`config.mk`:
```
export PLATFORM = sky130hd
export DESIGN_NAME = ddr3_req_arbiter
export DESIGN_NICKNAME = d
export VERILOG_FILES = /design/src/rtl/ddr3_arb_pkg.sv /design/src/rtl/ddr3_arb_order_fifo.sv /design/src/rtl/ddr3_req_arbiter.sv
export SDC_FILE = /design/constraint.sdc
export NUM_CORES = 1
export LEC_CHECK = 0
export CAP_MARGIN = 20
export CORE_AREA = 3 3 127 129
export DETAILED_ROUTE_END_ITERATION = 10
export DIE_AREA = 0 0 130 132
export DONT_BUFFER_PORTS = 1
export GPL_ROUTABILITY_DRIVEN = 0
export PLACE_DENSITY = 0.33
export SKIP_LAST_GASP = 1
export SLEW_MARGIN = 20
export SYNTH_ARGS = -nofsm -noshare
export SYNTH_HDL_FRONTEND = slang
export SYNTH_SLANG_ARGS = --single-unit
```
`constraint.sdc`:
```
create_clock -name clock -period 5.4 [get_ports clock]
set_input_delay 1.08 -clock clock [delete_from_list [all_inputs] [get_ports clock]]
set_output_delay 1.08 -clock clock [all_outputs]
set_load 0.03 [all_outputs]
```
`src/rtl/ddr3_arb_pkg.sv`:
```
// Shared encodings for the DDR3 request arbiter: FSM states, requester ids
// and the round-robin pick helper.
package ddr3_arb_pkg;

  typedef enum logic [1:0] {
    ST_IDLE  = 2'd0,
    ST_CMD   = 2'd1,
    ST_WDATA = 2'd2
  } arb_state_e;

  localparam logic REQ_A = 1'b0;
  localparam logic REQ_B = 1'b1;

  // When both requesters are eligible, the one that did not win last time goes.
  function automatic logic rr_pick(input logic elig_a, input logic elig_b, input logic last);
    if (elig_a && elig_b) return ~last;
    else if (elig_b)      return REQ_B;
    else                  return REQ_A;
  endfunction

endpackage

```
`src/rtl/ddr3_arb_order_fifo.sv`:
```
// Read-return order FIFO: one requester id per outstanding read command,
// head selects where returning read beats are routed.
module ddr3_arb_order_fifo #(
  parameter int DEPTH = 4
) (
  input  logic                     i_clock,
  input  logic                     i_reset,
  input  logic                     i_push,
  input  logic                     i_id,
  input  logic                     i_pop,
  output logic                     o_head,
  output logic                     o_full,
  output logic                     o_empty,
  output logic [$clog2(DEPTH):0]   o_count
);

  localparam int PW = $clog2(DEPTH);
  localparam logic [PW:0] FULL_CNT = DEPTH[PW:0];

  logic [DEPTH-1:0] r_mem;
  logic [PW-1:0]    r_wptr;
  logic [PW-1:0]    r_rptr;
  logic [PW:0]      r_count;
  logic             w_push;
  logic             w_pop;

  assign o_full  = (r_count == FULL_CNT);
  assign o_empty = (r_count == '0);
  assign w_push  = i_push & ~o_full;
  assign w_pop   = i_pop & ~o_empty;
  assign o_head  = r_mem[r_rptr];
  assign o_count = r_count;

  always_ff @(posedge i_clock) begin
    if (i_reset) begin
      r_mem   <= '0;
      r_wptr  <= '0;
      r_rptr  <= '0;
      r_count <= '0;
    end else begin
      if (w_push) begin
        r_mem[r_wptr] <= i_id;
        r_wptr        <= r_wptr + 1'b1;
      end
      if (w_pop) r_rptr <= r_rptr + 1'b1;
      if (w_push && !w_pop)      r_count <= r_count + 1'b1;
      else if (w_pop && !w_push) r_count <= r_count - 1'b1;
    end
  end

endmodule

```
`src/rtl/ddr3_req_arbiter.sv`:
```
// Two-requester DDR3 command/data arbiter with in-order read return routing.
// Define DDR3_ARB_FIXED_PRIO_EN to make requester A win every tie.
//
// state    | meaning
// ST_IDLE  | pick an eligible requester, latch it in r_sel
// ST_CMD   | forward r_sel command to the controller until handshake
// ST_WDATA | pass r_sel write beats through until the last one
module ddr3_req_arbiter
  import ddr3_arb_pkg::*;
#(
  parameter int ADDR_WIDTH = 27,
  parameter int DATA_WIDTH = 32,
  parameter int LEN_WIDTH  = 8,
  parameter int RD_DEPTH   = 4
) (
  input  logic                    clock,
  input  logic                    reset,
  input  logic                    a_cmd_valid,
  output logic                    a_cmd_ready,
  input  logic                    a_cmd_write,
  input  logic [ADDR_WIDTH-1:0]   a_cmd_addr,
  input  logic [LEN_WIDTH-1:0]    a_cmd_len,
  input  logic                    a_wr_valid,
  output logic                    a_wr_ready,
  input  logic                    a_wr_last,
  input  logic [DATA_WIDTH-1:0]   a_wr_data,
  output logic                    a_rd_valid,
  input  logic                    a_rd_ready,
  output logic                    a_rd_last,
  output logic [DATA_WIDTH-1:0]   a_rd_data,
  input  logic                    b_cmd_valid,
  output logic                    b_cmd_ready,
  input  logic                    b_cmd_write,
  input  logic [ADDR_WIDTH-1:0]   b_cmd_addr,
  input  logic [LEN_WIDTH-1:0]    b_cmd_len,
  input  logic                    b_wr_valid,
  output logic                    b_wr_ready,
  input  logic                    b_wr_last,
  input  logic [DATA_WIDTH-1:0]   b_wr_data,
  output logic                    b_rd_valid,
  input  logic                    b_rd_ready,
  output logic                    b_rd_last,
  output logic [DATA_WIDTH-1:0]   b_rd_data,
  output logic                    m_cmd_valid,
  input  logic                    m_cmd_ready,
  output logic                    m_cmd_write,
  output logic [ADDR_WIDTH-1:0]   m_cmd_addr,
  output logic [LEN_WIDTH-1:0]    m_cmd_len,
  output logic                    m_wr_valid,
  input  logic                    m_wr_ready,
  output logic                    m_wr_last,
  output logic [DATA_WIDTH-1:0]   m_wr_data,
  input  logic                    m_rd_valid,
  output logic                    m_rd_ready,
  input  logic                    m_rd_last,
  input  logic [DATA_WIDTH-1:0]   m_rd_data,
  output logic [$clog2(RD_DEPTH):0] rd_pending_o
);

  arb_state_e r_state;
  arb_state_e w_state_nxt;
  logic       r_sel;
  logic       w_sel_nxt;
  logic       w_pick;
  logic       w_full;
  logic       w_empty;
  logic       w_head;
  logic       w_elig_a;
  logic       w_elig_b;
  logic       w_sel_cmd_valid;
  logic       w_sel_wr_valid;
  logic       w_cmd_hs;
  logic       w_push;
  logic       w_pop;

  // Reads need a free order slot; writes never touch the FIFO.
  assign w_elig_a = a_cmd_valid & (a_cmd_write | ~w_full);
  assign w_elig_b = b_cmd_valid & (b_cmd_write | ~w_full);

  assign w_sel_cmd_valid = r_sel ? b_cmd_valid : a_cmd_valid;
  assign w_sel_wr_valid  = r_sel ? b_wr_valid  : a_wr_valid;
  assign m_cmd_write     = r_sel ? b_cmd_write : a_cmd_write;
  assign m_cmd_addr      = r_sel ? b_cmd_addr  : a_cmd_addr;
  assign m_cmd_len       = r_sel ? b_cmd_len   : a_cmd_len;
  assign m_wr_last       = r_sel ? b_wr_last   : a_wr_last;
  assign m_wr_data       = r_sel ? b_wr_data   : a_wr_data;

  assign w_cmd_hs = (r_state == ST_CMD) & w_sel_cmd_valid & m_cmd_ready;
  assign w_push   = w_cmd_hs & ~m_cmd_write;
  assign w_pop    = m_rd_valid & m_rd_ready & m_rd_last;

`ifdef DDR3_ARB_FIXED_PRIO_EN
  assign w_pick = w_elig_a ? REQ_A : REQ_B;
`else
  logic r_last;
  assign w_pick = rr_pick(w_elig_a, w_elig_b, r_last);

  always_ff @(posedge clock) begin
    if (reset)         r_last <= REQ_A;
    else if (w_cmd_hs) r_last <= r_sel;
  end
`endif

  always_ff @(posedge clock) begin
    if (reset) begin
      r_state <= ST_IDLE;
      r_sel   <= REQ_A;
    end else begin
      r_state <= w_state_nxt;
      r_sel   <= w_sel_nxt;
    end
  end

  always_comb begin
    w_state_nxt = r_state;
    w_sel_nxt   = r_sel;
    m_cmd_valid = 1'b0;
    a_cmd_ready = 1'b0;
    b_cmd_ready = 1'b0;
    m_wr_valid  = 1'b0;
    a_wr_ready  = 1'b0;
    b_wr_ready  = 1'b0;
    case (r_state)
      ST_IDLE: begin
        if (w_elig_a || w_elig_b) begin
          w_sel_nxt   = w_pick;
          w_state_nxt = ST_CMD;
        end
      end
      ST_CMD: begin
        m_cmd_valid = w_sel_cmd_valid;
        a_cmd_ready = (r_sel == REQ_A) & m_cmd_ready;
        b_cmd_ready = (r_sel == REQ_B) & m_cmd_ready;
        if (w_cmd_hs) w_state_nxt = m_cmd_write ? ST_WDATA : ST_IDLE;
      end
      ST_WDATA: begin
        m_wr_valid = w_sel_wr_valid;
        a_wr_ready = (r_sel == REQ_A) & m_wr_ready;
        b_wr_ready = (r_sel == REQ_B) & m_wr_ready;
        if (w_sel_wr_valid && m_wr_ready && m_wr_last) w_state_nxt = ST_IDLE;
      end
      default: w_state_nxt = ST_IDLE;
    endcase
  end

  // Read beats go only to the requester at the FIFO head; nothing flows when empty.
  assign m_rd_ready = ~w_empty & (w_head ? b_rd_ready : a_rd_ready);
  assign a_rd_valid = ~w_empty & ~w_head & m_rd_valid;
  assign b_rd_valid = ~w_empty &  w_head & m_rd_valid;
  assign a_rd_last  = m_rd_last;
  assign b_rd_last  = m_rd_last;
  assign a_rd_data  = m_rd_data;
  assign b_rd_data  = m_rd_data;

  ddr3_arb_order_fifo #(
    .DEPTH(RD_DEPTH)
  ) u_order_fifo (
    .i_clock (clock),
    .i_reset (reset),
    .i_push  (w_push),
    .i_id    (r_sel),
    .i_pop   (w_pop),
    .o_head  (w_head),
    .o_full  (w_full),
    .o_empty (w_empty),
    .o_count (rd_pending_o)
  );

endmodule
```
* Yosys cells after proc, flatten, opt, wreduce, memory -nomap -nowiden
Index checks and enable logic that the tools add are counted.
W data, S select, Z words.
** Word-level totals
- Flip-flop bits (word level) :: 15
- Input bits :: 182
- Output and inout bits :: 147
- Logic and storage cells :: 88
** Cells by class
- Add/sub/neg operators :: 4
- Magnitude comparators :: 3
- Eq/ne operators :: 6
- Multiplexer cells :: 28
- Bitwise operators :: 26
- Reductions and logical operators :: 14
** Operators by type and width (count)
- $mux W32 :: 1
- $mux W27 :: 1
- $and A1 B1 Y1 :: 18
- $mux W1 :: 15
- $mux W2 :: 4
- $mux W8 :: 1
- $logic_and A1 B1 Y1 :: 6
- $lt A2 B3 Y1 const B :: 2
- $mux W3 :: 2
- $ne A2 B2 Y1 const B :: 3
- $not A1 Y1 :: 6
- $pmux W2 S3 :: 1
- $add A2 B1 Y2 const B :: 2
- $bwmux W4 :: 1
- $add A3 B1 Y3 const B :: 1
- $eq A3 B3 Y1 const B :: 1
- $logic_not A3 Y1 :: 1
- $reduce_and A3 Y1 :: 1
- $sub A3 B1 Y3 const B :: 1
- $bmux W1 S2 :: 1
- $demux W1 S2 :: 1
- $eq A2 B1 Y1 const B :: 1
- $eq A2 B2 Y1 const B :: 1
- $ge A2 B1 Y1 const B :: 1
- other kinds (6) :: 8

* Depth between registers and ports, before layout
- Depth in word-level cells :: 10
- Gate-level depth with buffers :: 10
- Depth with buffers taken out :: 10

* Cells and area by module
From an unflattened synthesis, not the netlist that was laid out.
** Second synthesis, totals
- Cells, all modules :: 244
- Area total of the unflattened synthesis :: 2255.9 um^2
** By module, submodules not included
- ddr3_req_arbiter :: instances 1, cells each 185, area an instance 1654.1 um^2, seq. area each 80.1 um^2
- ddr3_arb_order_fifo :: instances 1, cells each 59, area an instance 601.8 um^2, seq. area each 220.2 um^2

* Worst setup path after synthesis
No wires, ideal clock.
- Path type :: in2reg
- Start point :: in a_cmd_write
- End point :: reg u_order_fifo.r_count[2], in the netlist u_order_fifo.o_count[2]
- Library setup time :: 71 ps
- Data arrival time :: 3025 ps
- Data required time :: 5329 ps
- Path slack :: 2304 ps
- Cell stages on the path :: 8
- Buffers on the path :: 0
- Cells stage by stage :: mux2_4 nor4b_4 ha_1 inv_1 fa_1 xor2_1 or3_1 a21oi_1
** Between the ends
- Cells in the longest elaborated chain, start to end :: 7
- Elaborated cells on any way between the ends :: 9
- Classes of those cells :: mux: 2; bitwise: 3; reduce/logical: 4
** Ends and longest elaborated chain
- start: declaration :: RTL line ddr3_req_arbiter.sv:20 : input logic a_cmd_write,
- $mux W1 (*) :: RTL line ddr3_req_arbiter.sv:82 : assign m_cmd_write = r_sel ? b_cmd_write : a_cmd_write;
- $not A1 Y1 (*) :: RTL line ddr3_req_arbiter.sv:89 : assign w_push = w_cmd_hs & ~m_cmd_write;
- $and A1 B1 Y1 (*) :: RTL line ddr3_req_arbiter.sv:89
- $and A1 B1 Y1 (*) :: RTL line ddr3_arb_order_fifo.sv:29 : assign w_push = i_push & ~o_full;
- via u_order_fifo.w_push :: RTL line ddr3_arb_order_fifo.sv:24 : logic w_push;
- $logic_not A1 Y1 :: RTL line ddr3_arb_order_fifo.sv:47 : else if (w_pop && !w_push) r_count <= r_count - 1'b1;
- $logic_and A1 B1 Y1 :: RTL line ddr3_arb_order_fifo.sv:47
- $reduce_bool A2 Y1 (no line)
- end signal: assignment :: RTL line ddr3_arb_order_fifo.sv:46 : if (w_push && !w_pop) r_count <= r_count + 1'b1;
- end signal: assignment :: RTL line ddr3_arb_order_fifo.sv:47
- end: declaration :: RTL line ddr3_arb_order_fifo.sv:23 : logic [PW:0] r_count;
The timed path passes the listed nets; every way through them passes the cells marked *.
A chain may end at the register's enable or synchronous reset.

* Worst setup path in the final report
- Start point :: reg r_sel
- End point :: out m_cmd_valid
** Between the ends
- Cells in the longest elaborated chain, start to end :: 2
** Ends and longest elaborated chain
- start: declaration :: RTL line ddr3_req_arbiter.sv:62 : logic r_sel;
- start signal: assignment :: RTL line ddr3_req_arbiter.sv:110 : r_sel <= w_sel_nxt;
- $mux W1 :: RTL line ddr3_req_arbiter.sv:80 : assign w_sel_cmd_valid = r_sel ? b_cmd_valid : a_cmd_valid;
- $mux W1 :: RTL line ddr3_req_arbiter.sv:123 : case (r_state)
- end: declaration :: RTL line ddr3_req_arbiter.sv:44 : output logic m_cmd_valid,
No other way between the ends.

==> results_dict.tcl <==
set metrics [dict create \
    status "completed" \
    max_stage_delay_ns 0.94 \
    row_count 45 \
    worst_slew_margin_rel_pct 35.31 \
    post-cts-setup-buffers 0 \
    yosys_register_bits 15 \
    postSynthAreaPerCell_um2 9.126 \
    p_leak_nw 0.6929 \
    synth_area_um2 2236 \
    synth_cell_types 29 \
    path_clk_slew_ns 0.05 \
    routed_wirelength_um 7324 \
    worst_pin_slew_ns 0.9704 \
    path_max_fanout 78 \
    fin_nets 362 \
    worst_setup_path_start_kind "register" \
    synth_edf_count 0 \
    grt_max_degree 79 \
    die-area_um2 17160 \
    end_kind "primary output" \
    min_period_ns 3.374 \
    wire_per_inst_um 20.29 \
    dieHeight_um 132 \
    path_class "register to primary output" \
    cp_slowest_cell "dfxtp_4" \
    required_ns 4.32 \
    grt_pass1_wl_um 9653 \
    setup-violations-final 0 \
    core-area_um2 15150 \
    fmax_mhz 296.3 \
    clockRootBuffer "clkbuf_16" \
    final_core_util_pct 13.25 \
    synthFlopType "dfxtp_1" \
    die_x_um 130 \
    setup_tns_ns 0 \
    ctsLongestPathBuffers 2 \
    clk_latency_ns 0.24 \
    io_pins 329 \
    ys_warn_count 0 \
    ys_seq_area_share_pct 13.43 \
    drtIter0Drc 57 \
    dpl.hpwl_um 6437 \
    drive_gt1_share_pct 45.66 \
    cts_tree "yes" \
    syn_to_final_growth_pct -10.24 \
    synth_fp_nets 433 \
    postSynthCellCount 245 \
    via_per_inst 4.061 \
    maxCapViolations 0 \
    antennaDiodeCount 0 \
    worstPathCellList "mux2i_1, nor3_1" \
    start_util_pct 14.76 \
    grt_setup_unrepaired "false" \
    grt_antenna_before_repair 0 \
    cts_made_buffers 3 \
    port_buffers 0 \
    finalPower_mw 0.5134 \
    grt_overflow 0 \
    p_per_area_nw_per_um2 255.8 \
    fillerInstances 1690 \
    first_global_vias 1509 \
    cts-resized-gates 0 \
    htreeDepth 1 \
    num_vias 1466 \
    hp-class "register to register" \
    drtAntennaViolNets 0 \
    grt_use_total_pct 7.562 \
    ctsHoldBuffers 0 \
    maxSlewViolCount 0 \
    fin_crit_sh_pct 62.49 \
    clock_skew_ns 0.004442 \
    clock_sinks 15 \
    hold_ws_ns 0.4749 \
    max-vdd-ir-drop_mv 0.1364 \
    final_hold_viol_count 0 \
    async_reset_ff_share_pct 0 \
    drc 0 \
    dr.pass1.iters 4 \
    cp.arrival_ns 2.29 \
]
==> worst max-delay path: cells and delay by family (launching register included) <==
kind | cells | cell delay [ns]
and+or+nand+nor | 1 | 0.78
DFF | 1 | 0.94
muxes | 1 | 0.32
==> sequential cells by signal, indices dropped and copies added, names as in the netlist <==
name                  cells
u_order_fifo.r_mem        4
r_sel                     1
u_order_fifo.o_count      3
u_order_fifo.r_wptr       2
u_order_fifo.r_rptr       2
r_last                    1
r_state                   2
==> stage by stage <==
step,instance area (um^2),setup slack (ns),cells
floorplan,2236,2.304,245
global placement,1928,2.183,357
detailed placement,1928,2.149,357
finish,2007,2.026,361
global route,2007,1.822,361
CTS,2007,1.978,361
==> cells in the final DEF, fill, tap and decap left out, types with 2 or more instances in the layout <==
| master | count |
|---|---|
| xor2_1 | 2 |
| nor3_1 | 3 |
| a21oi_1 | 4 |
| ha_1 | 5 |
| nand2_1 | 5 |
| nand2b_1 | 6 |
| inv_1 | 7 |
| and3_1 | 4 |
| a31oi_1 | 2 |
| mux2_2 | 72 |
| nor2_1 | 12 |
| clkbuf_16 | 3 |
| or3_1 | 2 |
| nor2b_1 | 4 |
| o31ai_1 | 2 |
| o21ai_0 | 4 |
| dfxtp_1 | 14 |
| mux2i_1 | 12 |
==> logic make-up after synthesis <==
group	count (synthesis)	share of synthesized area (%)
and+or+nand+nor	39	9.904
buffers and inverters	83	25.63
xor gates and xnor gates	3	1.175
DFF	15	13.43
adders and majority gates	6	3.693
muxes	85	42.31
AOI/OAI and AO/OA	14	3.861
==> area by class of cell <==
class | count | area (um^2) | area share [%]
clock buffer | 4 | 78.83 | 3.928
inverter | 7 | 26.28 | 1.309
multi-input combinational | 147 | 1363 | 67.89
sequential | 15 | 304.0 | 15.15
tap | 188 | 235.2 | 11.72
==> layer usage <==
| metal | up-vias | global-route usage, % | routed length (um) |
|---|---|---|---|
| met2 | 141 | 13.70 | 3845 |
| met1 | 655 | 8.665 | 2670 |
| met5 | - | 0 | 0 |
| li1 | 634 | - | - |
| met4 | 0 | 2.714 | 199 |
| met3 | 36 | 1.499 | 609 |
==> synth_stat cells (all sizes together), types with 2 or more instances <==
master,n,area [um^2]
nand2,5,18.77
a31oi,2,12.51
buf,72,531.8
ha,5,62.56
xor2,2,17.52
nor2b,4,25.02
or3,2,12.51
o31ai,2,15.01
dfxtp,15,300.3
nand2b,6,37.54
and3,4,25.02
a21oi,4,20.02
o21ai,4,20.02
nor3,3,15.01
clkbuf,4,15.01
mux2i,12,120.1
nor2,12,45.04
inv,7,26.28
mux2,73,825.8
==> final timing paths <==
kind                                            start  slack, ns                 endpoint  cells after the start
worst min-delay path            u_order_fifo.r_mem[3]       0.47    u_order_fifo.r_mem[3]                      2
worst max-delay path                            r_sel       2.03              m_cmd_valid                      2
worst max register to register                  r_sel       2.19  u_order_fifo.o_count[2]                      8
worst min register to register  u_order_fifo.r_mem[3]       0.47    u_order_fifo.r_mem[3]                      2
==> power breakdown <==
part	leakage (nW)	total (mW)	internal, mW	switching, mW
sequential	0.122	0.143	0.115	0.0275
clock	0.0382	0.143	0.0999	0.0435
combinational	0.532	0.227	0.0710	0.156
Note: power is estimated with default switching activity, not from simulation.
